**src/rtl/hbridge_pkg.sv**
```systemverilog
// -----------------------------------------------------------------------------
// hbridge_pkg
//   Shared types and defaults for the dual-channel H-bridge sequencer.
//   dir_t   : command direction encoding as seen on the *_dir ports.
//   state_t : per-channel sequencer state.
//   is_reversal() : true when a new running direction opposes the current one.
//   Optional feature macro used by the importing files: SOFT_START_EN.
// -----------------------------------------------------------------------------
package hbridge_pkg;

  localparam int DEF_PWM_W       = 8;
  localparam int DEF_DEAD_CYCLES = 64;

  typedef enum logic [1:0] {
    DIR_COAST = 2'd0,
    DIR_FWD   = 2'd1,
    DIR_REV   = 2'd2,
    DIR_BRAKE = 2'd3
  } dir_t;

  typedef enum logic [1:0] {
    ST_IDLE,
    ST_RUN,
    ST_BRAKE,
    ST_DEAD
  } state_t;

  function automatic logic is_reversal(input dir_t cur, input dir_t nxt);
    return ((cur == DIR_FWD) && (nxt == DIR_REV)) ||
           ((cur == DIR_REV) && (nxt == DIR_FWD));
  endfunction

endpackage

```
**src/rtl/hbridge_chan.sv**
```systemverilog
// -----------------------------------------------------------------------------
// hbridge_chan
//   One bridge channel: command handshake, IDLE/RUN/BRAKE/DEAD sequencer,
//   dead-time counter, effective duty register and registered drive outputs.
//   Optional feature: SOFT_START_EN (duty_eff ramps +/-1 per PWM period).
//
//   Ports
//     clk, rst     clock, asynchronous active-high reset
//     cnt_nxt      value the shared PWM counter takes at the next posedge
//     cmd_valid    command valid
//     cmd_ready    command can be accepted (low only during dead-time)
//     cmd_dir      commanded direction
//     cmd_duty     commanded duty (enable-high cycles per period)
//     drv_p/drv_n  bridge inputs (in1/in2 or in3/in4), registered
//     drv_en       bridge enable, registered
//     busy         channel is in dead-time, registered
//
//   All outputs are registered from the *next* state so that, in any cycle,
//   they describe the state and PWM count visible in that same cycle.
// -----------------------------------------------------------------------------
module hbridge_chan
  import hbridge_pkg::*;
#(
  parameter int PWM_W       = DEF_PWM_W,
  parameter int DEAD_CYCLES = DEF_DEAD_CYCLES
) (
  input  logic             clk,
  input  logic             rst,
  input  logic [PWM_W-1:0] cnt_nxt,
  input  logic             cmd_valid,
  output logic             cmd_ready,
  input  dir_t             cmd_dir,
  input  logic [PWM_W-1:0] cmd_duty,
  output logic             drv_p,
  output logic             drv_n,
  output logic             drv_en,
  output logic             busy
);

  // Counter holds DEAD_CYCLES-1 down to 0, so the DEAD state lasts exactly
  // DEAD_CYCLES cycles.
  localparam int             DW        = (DEAD_CYCLES > 1) ? $clog2(DEAD_CYCLES) : 1;
  localparam logic [DW-1:0]  DEAD_LOAD = DW'(DEAD_CYCLES - 1);
  localparam logic [DW-1:0]  DEAD_ONE  = DW'(1);

  state_t           state_q, state_nxt;
  dir_t             dir_q, dir_nxt;
  logic [PWM_W-1:0] duty_q, duty_nxt;
  logic [PWM_W-1:0] eff_q, eff_nxt;
  logic [DW-1:0]    dead_q, dead_nxt;

  logic accept;
  logic wrap;
  logic p_nxt, n_nxt, en_nxt, busy_nxt, ready_nxt;

  assign accept = cmd_valid & cmd_ready;
  assign wrap   = (cnt_nxt == '0);

  // Sequencer next state. dir_q doubles as the pending direction while in
  // DEAD; no command is accepted there, so it is stable until expiry.
  // NOTE: every variable assigned in always_comb gets a default first so no
  // path leaves it unassigned, which would infer a latch.
  always_comb begin
    state_nxt = state_q;
    dir_nxt   = dir_q;
    duty_nxt  = duty_q;
    dead_nxt  = dead_q;

    if (accept) begin
      dir_nxt  = cmd_dir;
      duty_nxt = cmd_duty;
    end

    case (state_q)
      ST_DEAD: begin
        if (dead_q == '0) state_nxt = ST_RUN;
        else              dead_nxt  = dead_q - DEAD_ONE;
      end
      default: begin
        if (accept) begin
          case (cmd_dir)
            DIR_COAST: state_nxt = ST_IDLE;
            DIR_BRAKE: state_nxt = ST_BRAKE;
            default: begin
              if ((state_q == ST_RUN) && is_reversal(dir_q, cmd_dir)) begin
                state_nxt = ST_DEAD;
                dead_nxt  = DEAD_LOAD;
              end else begin
                state_nxt = ST_RUN;
              end
            end
          endcase
        end
      end
    endcase
  end

  // Effective duty only moves at the period boundary so a pulse is never cut
  // short or stretched mid-period.
`ifdef SOFT_START_EN
  localparam logic [PWM_W-1:0] DUTY_ONE = PWM_W'(1);

  always_comb begin
    eff_nxt = eff_q;
    if ((state_nxt != ST_RUN) || (state_q != ST_RUN)) begin
      // Held at 0 outside RUN and on the entry edge so every start ramps up.
      eff_nxt = '0;
    end else if (wrap) begin
      if (eff_q < duty_nxt)      eff_nxt = eff_q + DUTY_ONE;
      else if (eff_q > duty_nxt) eff_nxt = eff_q - DUTY_ONE;
    end
  end
`else
  always_comb begin
    eff_nxt = eff_q;
    if (wrap) eff_nxt = duty_nxt;
  end
`endif

  // Drive decode for the state visible after this edge.
  always_comb begin
    p_nxt     = 1'b0;
    n_nxt     = 1'b0;
    en_nxt    = 1'b0;
    busy_nxt  = 1'b0;
    ready_nxt = (state_nxt != ST_DEAD);
    case (state_nxt)
      ST_RUN: begin
        p_nxt  = (dir_nxt == DIR_FWD);
        n_nxt  = (dir_nxt == DIR_REV);
        en_nxt = (cnt_nxt < eff_nxt);
      end
      ST_BRAKE: begin
        p_nxt  = 1'b1;
        n_nxt  = 1'b1;
        en_nxt = 1'b1;
      end
      ST_DEAD:  busy_nxt = 1'b1;
      default:  ;
    endcase
  end

  // NOTE: sequential state uses non-blocking assignments so every register
  // samples pre-edge values, independent of statement order.
  // NOTE: every register here is reset, including duty/eff data registers,
  // because a reset mid-period must return the drive to a known-safe state.
  always_ff @(posedge clk or posedge rst) begin
    if (rst) begin
      state_q   <= ST_IDLE;
      dir_q     <= DIR_COAST;
      duty_q    <= '0;
      eff_q     <= '0;
      dead_q    <= '0;
      drv_p     <= 1'b0;
      drv_n     <= 1'b0;
      drv_en    <= 1'b0;
      busy      <= 1'b0;
      cmd_ready <= 1'b0;
    end else begin
      state_q   <= state_nxt;
      dir_q     <= dir_nxt;
      duty_q    <= duty_nxt;
      eff_q     <= eff_nxt;
      dead_q    <= dead_nxt;
      drv_p     <= p_nxt;
      drv_n     <= n_nxt;
      drv_en    <= en_nxt;
      busy      <= busy_nxt;
      cmd_ready <= ready_nxt;
    end
  end

endmodule

```
**src/rtl/hbridge_ctrl.sv**
```systemverilog
// -----------------------------------------------------------------------------
// hbridge_ctrl
//   Dual-channel sequencer for the two-bridge motor driver. Owns the shared
//   free-running PWM counter and instantiates one hbridge_chan per bridge.
//   Optional feature: SOFT_START_EN (see hbridge_chan).
//
//   Ports
//     clk, rst                          clock, asynchronous active-high reset
//     a_cmd_valid/a_cmd_ready           channel A command handshake
//     a_dir, a_duty                     channel A command (0 COAST,1 FWD,2 REV,3 BRAKE)
//     b_cmd_valid/b_cmd_ready/b_dir/b_duty   same for channel B
//     in1, in2, enA                     bridge A drive (registered)
//     in3, in4, enB                     bridge B drive (registered)
//     a_busy, b_busy                    channel in dead-time
// -----------------------------------------------------------------------------
module hbridge_ctrl
  import hbridge_pkg::*;
#(
  parameter int PWM_W       = DEF_PWM_W,
  parameter int DEAD_CYCLES = DEF_DEAD_CYCLES
) (
  input  logic             clk,
  input  logic             rst,
  input  logic             a_cmd_valid,
  output logic             a_cmd_ready,
  input  logic [1:0]       a_dir,
  input  logic [PWM_W-1:0] a_duty,
  input  logic             b_cmd_valid,
  output logic             b_cmd_ready,
  input  logic [1:0]       b_dir,
  input  logic [PWM_W-1:0] b_duty,
  output logic             in1,
  output logic             in2,
  output logic             enA,
  output logic             in3,
  output logic             in4,
  output logic             enB,
  output logic             a_busy,
  output logic             b_busy
);

  localparam logic [PWM_W-1:0] CNT_ONE = PWM_W'(1);

  logic [PWM_W-1:0] cnt_q, cnt_nxt;

  // Period is 2**PWM_W; the wrap to 0 comes from natural overflow.
  assign cnt_nxt = cnt_q + CNT_ONE;

  always_ff @(posedge clk or posedge rst) begin
    if (rst) cnt_q <= '0;
    else     cnt_q <= cnt_nxt;
  end

  hbridge_chan #(
    .PWM_W       (PWM_W),
    .DEAD_CYCLES (DEAD_CYCLES)
  ) u_chan_a (
    .clk       (clk),
    .rst       (rst),
    .cnt_nxt   (cnt_nxt),
    .cmd_valid (a_cmd_valid),
    .cmd_ready (a_cmd_ready),
    .cmd_dir   (dir_t'(a_dir)),
    .cmd_duty  (a_duty),
    .drv_p     (in1),
    .drv_n     (in2),
    .drv_en    (enA),
    .busy      (a_busy)
  );

  hbridge_chan #(
    .PWM_W       (PWM_W),
    .DEAD_CYCLES (DEAD_CYCLES)
  ) u_chan_b (
    .clk       (clk),
    .rst       (rst),
    .cnt_nxt   (cnt_nxt),
    .cmd_valid (b_cmd_valid),
    .cmd_ready (b_cmd_ready),
    .cmd_dir   (dir_t'(b_dir)),
    .cmd_duty  (b_duty),
    .drv_p     (in3),
    .drv_n     (in4),
    .drv_en    (enB),
    .busy      (b_busy)
  );

endmodule
```
**config.mk**
```make
export PLATFORM = sky130hd
export DESIGN_NAME = hbridge_ctrl
export DESIGN_NICKNAME = d
export VERILOG_FILES = /design/src/rtl/hbridge_pkg.sv /design/src/rtl/hbridge_chan.sv /design/src/rtl/hbridge_ctrl.sv
export SDC_FILE = /design/constraint.sdc
export NUM_CORES = 1
export LEC_CHECK = 0
export ABC_AREA = 1
export CORE_MARGIN = 2
export CORE_UTILIZATION = 62
export DETAILED_ROUTE_END_ITERATION = 6
export PLACE_DENSITY = 0.89
export SYNTH_ARGS = -nofsm -noshare
export SYNTH_HDL_FRONTEND = slang
export SYNTH_SLANG_ARGS = --single-unit
```
**constraint.sdc**
```tcl
create_clock -name clk -period 3.9 [get_ports clk]
set_input_delay 0.39 -clock clk [delete_from_list [all_inputs] [get_ports clk]]
set_output_delay 0.39 -clock clk [all_outputs]
set_load 0.005 [all_outputs]
```
==> flow_summary_export.csv <==
group,metric,value,unit
critical_path,slowest_stage,"dfrtp_1",
final_layout,synthToLayoutAreaGrowth,17.63,%
final_layout,nets,510,
critical_path,cpMostUsedCell,"nand2_1",
cts,clk_latency,340,ps
cts,cts_setup_buffers,0,
floorplanning,initial_utilization,0.6481,
cts,clk_pin_slew,70,ps
final_layout,layout.cells.non_filler,533,
synth,avgSynthCellArea,8.653,µm²
sta,finalHoldViolations,0,
critical_path,crit_type,"reg2reg",
grt,antenna_found_initial,0,
critical_path,crit_required,4170,ps
synth,syn-cell-area,3591,µm²
synth,syn_nets,469,
routing,drcViolationCount,0,
floorplanning,num_io_pins,34,
floorplanning,die_area,6417,µm²
synth,synth-seq-cells,70,
routing,drt_wl_total,7536,µm
placed_design,placedCellCount,517,
routing,viasPerCell,5.341,
floorplanning,die_w,80.11,µm
placed_design,portBuffers,33,
flow_run,drv_cap,0,
final_layout,antenna_cells,0,
final_layout,final_common_cell,"nand2_1",
cts,cts.sinks,70,
synth,ys.warnings.count,0,
sta,final.setup.tns,0,ps
critical_path,start_kind,"flip-flop",
critical_path,cp_slowest_stage_delay,450,ps
synth,syn_inst,415,
sta,worst_pin_slew,881.6,ps
critical_path,r2r_cells,14,
cts,ctsHtreeMaxLevel,3,
cts,tritoncts,"yes",
cts,hold_buffers,0,
run_status,status,"finished, final reports clean",
placed_design,dp_hpwl,5362,µm
grt,globalRouteTotalUtil,0.2661,
min_path,whs_path_depth,2,
power,intPower,1463,µW
floorplanning,core-area,5540,µm²
critical_path,crit_family,"simple AND/OR/NAND/NOR gates",
sta,min_period,2925,ps
final_layout,final_util,0.7624,
sta,rsz0062_at_grt,"false",
grt,grt_first_pass_wirelength,13010,µm
cts,ctsResizeCount,0,
routing,first_pass_iters,5,
synth,yosys.cell_types.count,32,
placed_design,routabilityCongestion,0.8672,
routing,drt_first_iter_violations,193,
power,swShare,0.3136,
routing,vias,2847,
power,ir_worst_vdd,0.4174,mV
power,p_switching,668.4,µW
sta,fin_skew,4.833,ps
power,p_leak,0.002301,µW
critical_path,end_kind,"flip-flop",
critical_path,path_buf_inv,1,
sta,slew_headroom,0.4114,
sta,max_freq,0.3419,GHz
cts,cts_root_buf,"clkbuf_8",
critical_path,cp.arrival,3200,ps
critical_path,critical_path_cell_count,14,
power,pwr-share-clk,0.306,
floorplanning,die_y,80.11,µm
sta,period_share,0.7500,
grt,overflow,0,
critical_path,path_max_fanout,16,
sta,setup_violations,0,
power,power_frac_seq,0.462,
floorplanning,rows,27,
min_path,worstHoldPathType,"reg2reg",
power,power.density,504.5,nW/µm²
cts,cts_max_path_buffers,2,
final_layout,final_cell_mix,"98 x nand2_1, 70 x inv_1, 70 x dfrtp_1",
grt,grt_pass1_vias,2896,
cts,cts_made_buffers,9,
critical_path,crit_chain,"ha_1 > nand2_1 > nand2_1 > nand3_1 > nor2_4 > nand3_4 > inv_2 > or2_1 > o21ai_2 > ha_1 > a21oi_1 > o211a_1 > nand2_1 > a21oi_2",
final_layout,drive_above_1_share,0.1020,
routing,avgRoutedWirePerCell,14.14,µm
grt,grt_max_degree,44,
power,combPwrFrac,0.232,
routing,ant_nets,0,
sta,slew_violations,0,
synth,ys_seq_area_frac,0.4878,
registers in the layout (all words and copies together) (netlist names), 2 cells and up:
register,count
u_chan_b.duty_q,8
u_chan_a.state_q,2
u_chan_a.duty_q,8
u_chan_b.dead_q,6
u_chan_b.eff_q,8
u_chan_a.eff_q,8
u_chan_b.state_q,2
cnt_q,8
u_chan_b.dir_q,2
u_chan_a.dir_q,2
u_chan_a.dead_q,6
cell type report:
cell class	count	area (µm²)
well taps	72	90.09
clock buffers	10	137.6
repair buffers	34	337.8
fillers	362	1316
clock inverters	6	85.08
flip-flops and latches	70	1752
multi-input cells	266	1540
inverters	75	281.5
metal layers:
metal | routed length, µm | track usage | vias up
met2 | 3768 | 0.4425 | 88
met3 | 350 | 0.06404 | 14
met4 | 153 | 0.1034 | 0
met5 | 0 | 0 | -
met1 | 3264 | 0.3363 | 1355
li1 | - | - | 1390
path summary, 6_finish.rpt:
path / startpoint / endpoint / slack [ps]
worst min register to register: u_chan_a.duty_q[2] / u_chan_a.duty_q[2] / 480
worst min-delay path: u_chan_a.duty_q[2] / u_chan_a.duty_q[2] / 480
worst max register to register: cnt_q[0] / u_chan_a.drv_en / 970
max in group asynchronous: rst / u_chan_b.drv_en / 2460
min in group asynchronous: rst / u_chan_a.dead_q[3] / 550
worst max-delay path: cnt_q[0] / u_chan_a.drv_en / 970
power by group through the flow:
stage                     logic (µW)  clock network (µW)  registers (µW)
after floorplan                  359                   0             973
after global placement           461                   0             988
after detailed placement         488                   0             997
after CTS                        494                 660             985
after global routing             581                 691            1010
final                            494                 653             985
logic make-up (layout without fill, tap and decap cells):
logic type	after synthesis	count (layout)	share of synthesized area
and+or+nand+nor	181	181	0.2345
buffers and inverters	79	125	0.08328
DFF	70	70	0.4878
AOI/OAI and AO/OA	55	55	0.08990
adders and majority gates	30	30	0.1045
synthesized netlist by cell type:
cell	count	area, µm²
a21oi_2	2	17.52
nor2_2	1	6.260
nor2_8	1	20.02
nor3_1	6	30.03
or2_1	6	37.54
nor2_1	19	71.32
nand2_4	1	11.26
nor4_1	1	6.260
o21ai_2	6	52.55
nand2_1	98	367.9
inv_1	71	266.5
or3_1	1	6.260
inv_2	4	15.01
o21ai_1	5	25.02
o211ai_1	1	7.510
o21bai_1	1	7.510
nand3_4	1	17.52
dfrtp_1	70	1752
or2_2	9	56.30
a31oi_1	2	12.51
and2_1	3	18.77
nand3b_1	2	15.01
ha_1	30	375.4
clkbuf_1	2	7.510
o21ai_0	23	115.1
o211a_1	2	20.02
nand4_1	6	37.54
nor2_4	1	11.26
nand2_2	3	18.77
buf_2	2	10.01
nand3_1	22	110.1
a21oi_1	13	65.06
stage by stage:
| stage | area [µm²] | setup WS (ps) | hold WS, ps | power, µW |
|---|---|---|---|---|
| after global placement | 4001 | 1173 | 464.7 | 1449 |
| after floorplan | 3591 | 1540 | 440.0 | 1333 |
| after detailed placement | 4001 | 1096 | 466.7 | 1485 |
| final | 4224 | 974.8 | 481.6 | 2131 |
| after global routing | 4224 | 778.7 | 502.6 | 2281 |
| after CTS | 4224 | 1029 | 485.1 | 2139 |
tightest hold or removal path, cell delays in order, from the launching register on:
cell     delay [ps]
dfrtp_1         320
nand2_1          50
nand2_1          70
Power figures use the tool's default switching activity.
